==> src/rtl/dcache_if.sv <==
// Bus bundle between the dcache controller and its CPU, memory and SRAM neighbours.
// The master modport is the controller's view. The slave modport is the environment's view.
interface dcache_if;
    logic [31:0]  cpu_addr_i;
    logic [31:0]  cpu_data_i;
    logic         cpu_MemRead_i;
    logic         cpu_MemWrite_i;
    logic [31:0]  cpu_data_o;
    logic         cpu_stall_o;

    logic         mem_ack_i;
    logic [255:0] mem_data_i;
    logic         mem_enable_o;
    logic         mem_write_o;
    logic [31:0]  mem_addr_o;
    logic [255:0] mem_data_o;

    logic [3:0]   sram_addr_o;
    logic [24:0]  sram_tag_o;
    logic [255:0] sram_data_o;
    logic         sram_enable_o;
    logic         sram_write_o;
    logic [24:0]  sram_tag_i;
    logic [255:0] sram_data_i;
    logic         sram_hit_i;

    modport master (
        input  cpu_addr_i, cpu_data_i, cpu_MemRead_i, cpu_MemWrite_i,
        output cpu_data_o, cpu_stall_o,
        input  mem_ack_i, mem_data_i,
        output mem_enable_o, mem_write_o, mem_addr_o, mem_data_o,
        output sram_addr_o, sram_tag_o, sram_data_o, sram_enable_o, sram_write_o,
        input  sram_tag_i, sram_data_i, sram_hit_i
    );

    modport slave (
        output cpu_addr_i, cpu_data_i, cpu_MemRead_i, cpu_MemWrite_i,
        input  cpu_data_o, cpu_stall_o,
        output mem_ack_i, mem_data_i,
        input  mem_enable_o, mem_write_o, mem_addr_o, mem_data_o,
        input  sram_addr_o, sram_tag_o, sram_data_o, sram_enable_o, sram_write_o,
        output sram_tag_i, sram_data_i, sram_hit_i
    );
endinterface

==> src/rtl/dcache_controller.sv <==
// L1 data cache control FSM: word hits served directly from the 2-way SRAM.
// Misses write back a dirty victim, refill the line from memory, then replay the access as a hit.
//
// state        | meaning
// IDLE         | serve hits, detect miss
// MISS         | sample LRU victim, issue write-back or refill
// WRITEBACK    | dirty victim line going to memory
// READMISS     | refill request outstanding
// READMISSOK   | refilled line written to SRAM, replay next cycle
module dcache_controller (
    input  logic     clk_i,
    input  logic     rst_i,
    dcache_if.master bus
);
    typedef enum logic [2:0] {
        S_IDLE,
        S_MISS,
        S_WRITEBACK,
        S_READMISS,
        S_READMISSOK
    } state_t;

    state_t         state_q, state_d;
    logic           mem_enable_q, mem_enable_d;
    logic           mem_write_q, mem_write_d;
    logic [31:0]    mem_addr_q, mem_addr_d;
    logic [255:0]   mem_data_q, mem_data_d;
    logic [255:0]   line_q, line_d;

    logic           req;
    logic           hit;
    logic           write_hit;
    logic [3:0]     idx;
    logic [2:0]     word_sel;
    logic [22:0]    cpu_tag;
    logic [31:0]    cpu_line_addr;
    logic [255:0]   merged;
    logic           unused_ok;

    assign req           = bus.cpu_MemRead_i | bus.cpu_MemWrite_i;
    assign hit           = bus.sram_hit_i;
    assign idx           = bus.cpu_addr_i[8:5];
    assign word_sel      = bus.cpu_addr_i[4:2];
    assign cpu_tag       = bus.cpu_addr_i[31:9];
    assign cpu_line_addr = {cpu_tag, idx, 5'b0};
    assign unused_ok     = ^bus.cpu_addr_i[1:0];

    always_comb begin
        merged = bus.sram_data_i;
        merged[{word_sel, 5'd0} +: 32] = bus.cpu_data_i;
    end

    always_comb begin
        state_d      = state_q;
        mem_enable_d = mem_enable_q;
        mem_write_d  = mem_write_q;
        mem_addr_d   = mem_addr_q;
        mem_data_d   = mem_data_q;
        line_d       = line_q;
        case (state_q)
            S_IDLE: begin
                if (req && !hit) state_d = S_MISS;
            end
            S_MISS: begin
                mem_enable_d = 1'b1;
                if (bus.sram_tag_i[24] && bus.sram_tag_i[23]) begin
                    mem_write_d = 1'b1;
                    mem_addr_d  = {bus.sram_tag_i[22:0], idx, 5'b0};
                    mem_data_d  = bus.sram_data_i;
                    state_d     = S_WRITEBACK;
                end else begin
                    mem_write_d = 1'b0;
                    mem_addr_d  = cpu_line_addr;
                    state_d     = S_READMISS;
                end
            end
            S_WRITEBACK: begin
                // Drop enable for one cycle so the refill is a distinct request.
                if (bus.mem_ack_i) begin
                    mem_enable_d = 1'b0;
                    mem_write_d  = 1'b0;
                    mem_addr_d   = cpu_line_addr;
                    state_d      = S_READMISS;
                end
            end
            S_READMISS: begin
                if (!mem_enable_q) begin
                    mem_enable_d = 1'b1;
                end else if (bus.mem_ack_i) begin
                    mem_enable_d = 1'b0;
                    line_d       = bus.mem_data_i;
                    state_d      = S_READMISSOK;
                end
            end
            S_READMISSOK: begin
                state_d = S_IDLE;
            end
            default: begin
                state_d = S_IDLE;
            end
        endcase
    end

    always_ff @(posedge clk_i or negedge rst_i) begin
        if (!rst_i) begin
            state_q      <= S_IDLE;
            mem_enable_q <= 1'b0;
            mem_write_q  <= 1'b0;
            mem_addr_q   <= '0;
            mem_data_q   <= '0;
            line_q       <= '0;
        end else begin
            state_q      <= state_d;
            mem_enable_q <= mem_enable_d;
            mem_write_q  <= mem_write_d;
            mem_addr_q   <= mem_addr_d;
            mem_data_q   <= mem_data_d;
            line_q       <= line_d;
        end
    end

    assign write_hit = (state_q == S_IDLE) && bus.cpu_MemWrite_i && hit;

    assign bus.cpu_data_o    = bus.sram_data_i[{word_sel, 5'd0} +: 32];
    assign bus.cpu_stall_o   = rst_i && ((state_q != S_IDLE) || (req && !hit));

    assign bus.mem_enable_o  = mem_enable_q;
    assign bus.mem_write_o   = mem_write_q;
    assign bus.mem_addr_o    = mem_addr_q;
    assign bus.mem_data_o    = mem_data_q;

    // Refill writes a clean line; a store hit marks the line dirty.
    assign bus.sram_addr_o   = idx;
    assign bus.sram_enable_o = rst_i && req;
    assign bus.sram_write_o  = rst_i && (write_hit || (state_q == S_READMISSOK));
    assign bus.sram_tag_o    = (state_q == S_READMISSOK) ? {2'b10, cpu_tag} : {2'b11, cpu_tag};
    assign bus.sram_data_o   = (state_q == S_READMISSOK) ? line_q : merged;
endmodule

==> src/flat_wrapper.sv <==
// flat-port wrapper written by rule: the top's interface ports become plain ports
module dcache_controller_flat 
  (clk_i, rst_i, bus_cpu_addr_i, bus_cpu_data_i, bus_cpu_MemRead_i, bus_cpu_MemWrite_i, bus_cpu_data_o, bus_cpu_stall_o, bus_mem_ack_i, bus_mem_data_i, bus_mem_enable_o, bus_mem_write_o, bus_mem_addr_o, bus_mem_data_o, bus_sram_addr_o, bus_sram_tag_o, bus_sram_data_o, bus_sram_enable_o, bus_sram_write_o, bus_sram_tag_i, bus_sram_data_i, bus_sram_hit_i);
  dcache_if bus_i ();
  input  logic clk_i;
  input  logic rst_i;
  input wire logic [$bits(bus_i.cpu_addr_i)-1:0] bus_cpu_addr_i;
  input wire logic [$bits(bus_i.cpu_data_i)-1:0] bus_cpu_data_i;
  input wire logic [$bits(bus_i.cpu_MemRead_i)-1:0] bus_cpu_MemRead_i;
  input wire logic [$bits(bus_i.cpu_MemWrite_i)-1:0] bus_cpu_MemWrite_i;
  output wire logic [$bits(bus_i.cpu_data_o)-1:0] bus_cpu_data_o;
  output wire logic [$bits(bus_i.cpu_stall_o)-1:0] bus_cpu_stall_o;
  input wire logic [$bits(bus_i.mem_ack_i)-1:0] bus_mem_ack_i;
  input wire logic [$bits(bus_i.mem_data_i)-1:0] bus_mem_data_i;
  output wire logic [$bits(bus_i.mem_enable_o)-1:0] bus_mem_enable_o;
  output wire logic [$bits(bus_i.mem_write_o)-1:0] bus_mem_write_o;
  output wire logic [$bits(bus_i.mem_addr_o)-1:0] bus_mem_addr_o;
  output wire logic [$bits(bus_i.mem_data_o)-1:0] bus_mem_data_o;
  output wire logic [$bits(bus_i.sram_addr_o)-1:0] bus_sram_addr_o;
  output wire logic [$bits(bus_i.sram_tag_o)-1:0] bus_sram_tag_o;
  output wire logic [$bits(bus_i.sram_data_o)-1:0] bus_sram_data_o;
  output wire logic [$bits(bus_i.sram_enable_o)-1:0] bus_sram_enable_o;
  output wire logic [$bits(bus_i.sram_write_o)-1:0] bus_sram_write_o;
  input wire logic [$bits(bus_i.sram_tag_i)-1:0] bus_sram_tag_i;
  input wire logic [$bits(bus_i.sram_data_i)-1:0] bus_sram_data_i;
  input wire logic [$bits(bus_i.sram_hit_i)-1:0] bus_sram_hit_i;
  assign bus_i.cpu_addr_i = bus_cpu_addr_i;
  assign bus_i.cpu_data_i = bus_cpu_data_i;
  assign bus_i.cpu_MemRead_i = bus_cpu_MemRead_i;
  assign bus_i.cpu_MemWrite_i = bus_cpu_MemWrite_i;
  assign bus_cpu_data_o = bus_i.cpu_data_o;
  assign bus_cpu_stall_o = bus_i.cpu_stall_o;
  assign bus_i.mem_ack_i = bus_mem_ack_i;
  assign bus_i.mem_data_i = bus_mem_data_i;
  assign bus_mem_enable_o = bus_i.mem_enable_o;
  assign bus_mem_write_o = bus_i.mem_write_o;
  assign bus_mem_addr_o = bus_i.mem_addr_o;
  assign bus_mem_data_o = bus_i.mem_data_o;
  assign bus_sram_addr_o = bus_i.sram_addr_o;
  assign bus_sram_tag_o = bus_i.sram_tag_o;
  assign bus_sram_data_o = bus_i.sram_data_o;
  assign bus_sram_enable_o = bus_i.sram_enable_o;
  assign bus_sram_write_o = bus_i.sram_write_o;
  assign bus_i.sram_tag_i = bus_sram_tag_i;
  assign bus_i.sram_data_i = bus_sram_data_i;
  assign bus_i.sram_hit_i = bus_sram_hit_i;
  dcache_controller u_core (.clk_i(clk_i), .rst_i(rst_i), .bus(bus_i));
endmodule
==> config.mk <==
export PLATFORM = sky130hd
export DESIGN_NAME = dcache_controller_flat
export DESIGN_NICKNAME = d
export VERILOG_FILES = /design/src/rtl/dcache_if.sv /design/src/rtl/dcache_controller.sv /design/src/flat_wrapper.sv
export SDC_FILE = /design/constraint.sdc
export NUM_CORES = 1
export LEC_CHECK = 0
export ABC_CLOCK_PERIOD_IN_PS = 2570
export BUFFER_PORTS_ARGS = -buffer_cell sky130_fd_sc_hd__buf_2
export CAP_MARGIN = 20
export CORE_AREA = 4 4 466 468
export CTS_BUF_LIST = sky130_fd_sc_hd__clkbuf_2 sky130_fd_sc_hd__clkbuf_4 sky130_fd_sc_hd__clkbuf_8
export CTS_CLUSTER_SIZE = 20
export DETAILED_ROUTE_END_ITERATION = 8
export DIE_AREA = 0 0 470 472
export SKIP_CTS_REPAIR_TIMING = 1
export SLEW_MARGIN = 20
export SYNTH_ARGS = -nofsm -noshare
export SYNTH_HDL_FRONTEND = slang
export SYNTH_SLANG_ARGS = --single-unit
==> constraint.sdc <==
create_clock -name clk_i -period 2.57 [get_ports clk_i]
set_clock_uncertainty 0.15 [all_clocks]
set_input_delay 0.1285 -clock clk_i [delete_from_list [all_inputs] [get_ports clk_i]]
set_output_delay 0.1285 -clock clk_i [all_outputs]
set_load 0.005 [all_outputs]
# [Word level (Yosys, flattened, before mapping)]
# Index checks and enable logic that the tools add are counted.
[word_totals] register_bits=549 latch_bits=0 ramBits=0 romBits=0 n_memories=0
[classes] n_addsub=1 mul=0 n_div=0 magnitude_cmp=0 eq_ne=8 n_shift=3 mux=18 n_bitwise=1 reduce_logical=19
[op_table] op="256-bit bitwise mux" n=1
[op_table] op="256-bit two-way mux" n=1
[op_table] op="32-bit by 10-bit variable shift with 256-bit output, first input constant" n=1
[op_table] op="256-bit by 9-bit indexed part select with 32-bit output" n=1
[op_table] op="32-bit by 10-bit indexed part select with 256-bit output" n=1
[op_table] op="32-bit two-way mux" n=2
[op_table] op="32-bit case mux with 2 select lines" n=1
[op_table] op="24-bit two-way mux" n=1
[op_table] op="3-bit two-way mux" n=4
[op_table] op="3-bit case mux with 4 select lines" n=1
[op_table] op="8-bit negator with 10-bit output" n=1
[op_table] op="1-bit logical AND" n=7
[op_table] op="3-bit by 2-bit equality test with 1-bit output, second input constant" n=2
[op_table] op="2-bit AND reduction" n=3
[op_table] op="3-bit nonzero test" n=2
[op_table] op="1-bit two-way mux" n=5
[op_table] op="2-bit by 1-bit inequality test with 1-bit output, second input constant" n=2
[op_table] op="2-bit inequality test, second input constant" n=2
[op_table] op="4-bit AND reduction" n=1
[op_table] op="3-bit by 1-bit equality test with 1-bit output, second input constant" n=1
[op_table] op="3-bit equality test, second input constant" n=1
[op_table] op="3-bit zero test" n=1
[op_table] op="1-bit case mux with 3 select lines" n=1
[op_table] op="3-bit AND reduction" n=1
[op_table] op="5 further kinds" n=6

# [Logic depth before layout (Yosys ltp)]
[logic_depth] depth_word=5 mapped_depth=12 mapped_depth_nobuf=7

# [Worst setup path after synthesis]
# Ideal clock, no wire load.
[synth_timing] path_kind="input -> output" from="in bus_cpu_addr_i[3]" to="out bus_sram_data_o[155]" arrival_ps=2536 required_ps=2291 slack_ps=-244 stages=11 path_buffers=4 path_cell_list="clkbuf_1 clkbuf_1 inv_1 ha_1 ha_1 buf_2 nor4b_1 and2_1 clkbuf_1 a21oi_1 a21oi_1"
[synth_via] elab_chain_cells=4 elab_cells_between_ends=5
[synth_rtl] item="start, declared" line_no="flat_wrapper.sv:7" source="input wire logic [$bits(bus_i.cpu_addr_i)-1:0] bus_cpu_addr_i;"
[synth_rtl] item="8-bit negator with 10-bit output (*)" line_no="dcache_controller.sv:50" source="merged[{word_sel, 5'd0} +: 32] = bus.cpu_data_i;"
[synth_rtl] item="32-bit by 10-bit indexed part select with 256-bit output / 32-bit by 10-bit variable shift with 256-bit output (equally long branches)" line_no="dcache_controller.sv:50"
[synth_rtl] item="256-bit bitwise mux (*)" line_no="dcache_controller.sv:50"
[synth_rtl] item="256-bit two-way mux (*)" line_no="dcache_controller.sv:137" source="assign bus.sram_data_o = (state_q == S_READMISSOK) ? line_q : merged;"
[synth_rtl] item="end, declared" line_no="flat_wrapper.sv:21" source="output wire logic [$bits(bus_i.sram_data_o)-1:0] bus_sram_data_o;"
# Every way passes the cells marked *; elsewhere a longest branch is shown, timed or not.

# [Final worst setup path]
[layout_timing] from="reg u_core.state_q[1]" to="out bus_sram_data_o[194]"
[layout_via] elab_chain_cells=2
[layout_rtl] item="start, declared" line_no="dcache_controller.sv:23" source="state_t state_q, state_d;"
[layout_rtl] item="start signal, assigned" line_no="dcache_controller.sv:113" source="state_q <= state_d;"
[layout_rtl] item="3-bit equality test" line_no="dcache_controller.sv:137"
[layout_rtl] item="256-bit two-way mux" line_no="dcache_controller.sv:137"
# No other way between the ends.

==> summary.md <==
| Metric | Value |
|---|---|
| Routed len/inst | `between 30 and 40 µm` |
| Starting DRC count in detailed routing | `2895` |
| Final hold slack | `-0.00996 ns` |
| Vias | `between 30000 and 40000` |
| Crit-path max cell delay | `0.41 ns` |
| Min cycle time layout | `3.24 ns` |
| Initial antenna violation count | `136` |
| Status | `complete, but fails checks` |
| Worst path arrival time | `2.96 ns` |
| Post-Route WL | `about 270000 µm` |
| Fin util | `25.9%` |
| Ratio of cells with drive above 1 in the final layout | `52.7%` |
| Max Slew Vio Count | `0` |
| Number of CTS-inserted buffers | `110` |
| Pleak | `24.7 nW` |
| Max rail drop VDD | `0.560 mV` |
| Synth Instances | `2441` |
| CP max stage cell | `dfrtp_1` |
| R2R cell count | `7` |
| Slew headroom | `between 30% and 40%` |
| Final Hold Fails | `1` |
| Synth Warn # | `0` |
| Area Growth Syn to Fin | `100%` |
| Input/output buffers | `1208` |
| CP Launch Type | `flip-flop` |
| Final worst setup slack | `-0.667 ns` |
| Largest net degree at the start of global routing | `124` |
| Cell taking the most area after synthesis | `dfrtp_1` |
| Avg Inst Size Synth | `11.3 µm²` |
| Primary FF master, synth | `dfrtp_1` |
| CP cell instances | `nor3b_4 > buf_12 > buf_12 > inv_12 > and4_4 > buf_6 > buf_4 > a22oi_2 > nand2_1 > buf_6` |
| Unrepaired setup endpoints after global routing | `true` |
| Delay-heaviest family, CP | `buffers and inverters` |
| Fillers | `about 22000` |
| Top cells by area, synth | `dfrtp_1 (49%), mux2_2 (20%), mux4_2 (5.2%), nand2_1 (4.3%), nor2_1 (4.1%)` |
| CP endpoint kind | `primary output` |
| Die Y | `472 µm` |
| EDFF count, synth | `0` |
| Max clock buf depth | `3` |
| FF+latch count, synth | `544` |
| Power Density | `801 mW/mm²` |
| Fmax | `309 MHz` |
| First-pass GRT wire length | `307000 µm` |
| Worst skew pair latency | `0.85 ns` |
| Hold Crit Depth | `3` |
| Rows | `170` |
| Area after DPL | `0.0390 mm²` |
| Max capacitance violation total | `0` |
| Die ar. | `between 0.2 and 0.25 mm²` |
| Setup_tns | `-111.87 ns` |
| Clk root buf | `clkbuf_8` |
| Worst Setup Path Type | `reg2out` |
| Most frequent cell after synthesis | `dfrtp_1` |
| Post-synth ARST share | `100%` |
| Synth top cells by count | `dfrtp_1 (544), mux2_2 (496), nand2_1 (314)` |
| Pwr Total | `44.2 mW` |
| Global route overflow | `0` |
| CTS tree | `yes` |
| Sequential area share after synthesis | `around half` |
| Routability cong. | `0.922` |
| Reg2reg start | `u_core.state_q[2]` |
| Reg-to-Reg End | `u_core.bus.mem_data_o[155]` |
| Clk slew on worst S/H paths | `0.06 ns` |
| Post-route ant nets | `0` |
| Vias in the first global route | `28900` |
| Worst path bufs/invs | `6` |
| Critical Path Fanout Max | `7` |
| Setup violations, final | `258` |
| Mapped cell area | `0.0275 mm²` |
| Die Wd | `470 µm` |
| Post-synth cell types | `45` |
| Critical Path RT | `2.29 ns` |
| Worst-Margin Slew | `0.965 ns` |
| Final instance area | `0.0552 mm²` |
| First drt pass iteration count | `6` |
| Worst Hold Path EP | `u_core.line_q[202]` |
| GRT Overall Usage | `a little over a fifth` |
| Vias/cell | `~4.4` |
| Top cell type's share of synthesized area | `49.4%` |
| Initial core utilization | `between 10% and 20%` |
| TritonCTS Sinks | `approximately 540` |
| HP Class | `in2reg` |
| Final net count | `5466` |
| Htree depth | `3` |
| Top-Level Pins | `1217` |
| Reg2Reg Setup Slack | `0.02 ns` |
| Min-delay src | `bus_mem_data_i[202]` |
| DRC violations left | `0` |
| DP HPWL | `204000 µm` |
| Core Box Area | `between 0.2 and 0.25 mm²` |
| Crit share post-route | `126%` |
| Failing checks | `hold timing, setup timing` |
## metrics by stage
step | setup WS, ns | instances
final | -0.667 | 7820
after global routing | -0.818 | 7799
after CTS | -1.66 | 6698
after detailed placement | -0.797 | 6497
after global placement | -0.904 | 6497
after floorplan | -0.0259 | 2445
## metal layers
layer  up-vias  part of all wire [%]  GRT usage, %
met3       824                    12          9.29
li1      13600                     -             -
met5         -                  0.22             0
met4        90                   5.5          7.62
met1     16800                    40          26.5
met2      2720                    43          31.8
## logic make-up (layout without fill, tap and decap cells)
kind of cell / Yosys count / after routing / share of synthesized area, %
simple gates: 693 / 693 / 10.1
mux: 603 / 603 / 27.2
flops: 544 / 544 / 49.4
compound gates: 337 / 337 / 8.48
buf+inv: 256 / 2753 / 4.49
fa+ha+maj: 6 / 6 / 0.273
other cells: 2 / 46 / 0.0273
## sequential cells by signal, summed over array words and instances, names as in the netlist
name                     count
u_core.bus.mem_write_o       1
u_core.state_q               3
u_core.line_q              256
u_core.bus.mem_addr_o       27
u_core.bus.mem_enable_o      1
u_core.bus.mem_data_o      256
## final cells by class
class                   count  area (µm²)  share of cell area [%]
inverters                   6        35.0                  0.0635
diodes                     40         100                   0.181
multi-input cells        1645       14400                    26.0
well taps                2838        3550                    6.43
flip-flops and latches    544       13600                    24.7
clock inverters            34         407                   0.737
repair buffers           2546       21000                    38.1
clock buffers             167        2120                    3.83
## worst max path at each step
stage	start	to	slack, ns	cells after the start
after floorplan	bus_cpu_addr_i[2]	bus_sram_data_o[237]	-0.03	11
after global placement	bus_cpu_addr_i[2]	bus_sram_data_o[130]	-0.90	11
after detailed placement	bus_cpu_addr_i[2]	bus_sram_data_o[130]	-0.80	11
after CTS	u_core.state_q[0]	bus_sram_data_o[78]	-1.66	7
after global routing	u_core.state_q[1]	bus_sram_data_o[11]	-0.82	10
final	u_core.state_q[1]	bus_sram_data_o[194]	-0.67	10
## power by group
group	switching, mW	internal [mW]
clock	4.72	5.99
combinational	8.57	8.95
sequential	3.08	12.9
total	16.4	27.9
## worst min-delay path: stages
cell and delay, ns:
dlygate4sd3_1 0.61, buf_2 0.14, mux2_2 0.13
## placed cells by master (no fill, tap or decap), types with 40 or more instances in the layout
cell type | synthesis | final
a22oi_2 | 0 | 52
a221oi_2 | 0 | 48
mux4_2 | 64 | 64
nor2_1 | 299 | 253
mux2_2 | 496 | 496
dfrtp_1 | 544 | 544
clkbuf_8 | 0 | 139
a21oi_1 | 147 | 115
nand2_1 | 314 | 263
diode_2 | 0 | 40
buf_4 | 33 | 208
buf_6 | 4 | 93
buf_2 | 96 | 1117
dlygate4sd3_1 | 0 | 982
a221oi_1 | 102 | 42
buf_12 | 0 | 101
Note: power is estimated with default switching activity, not from simulation.
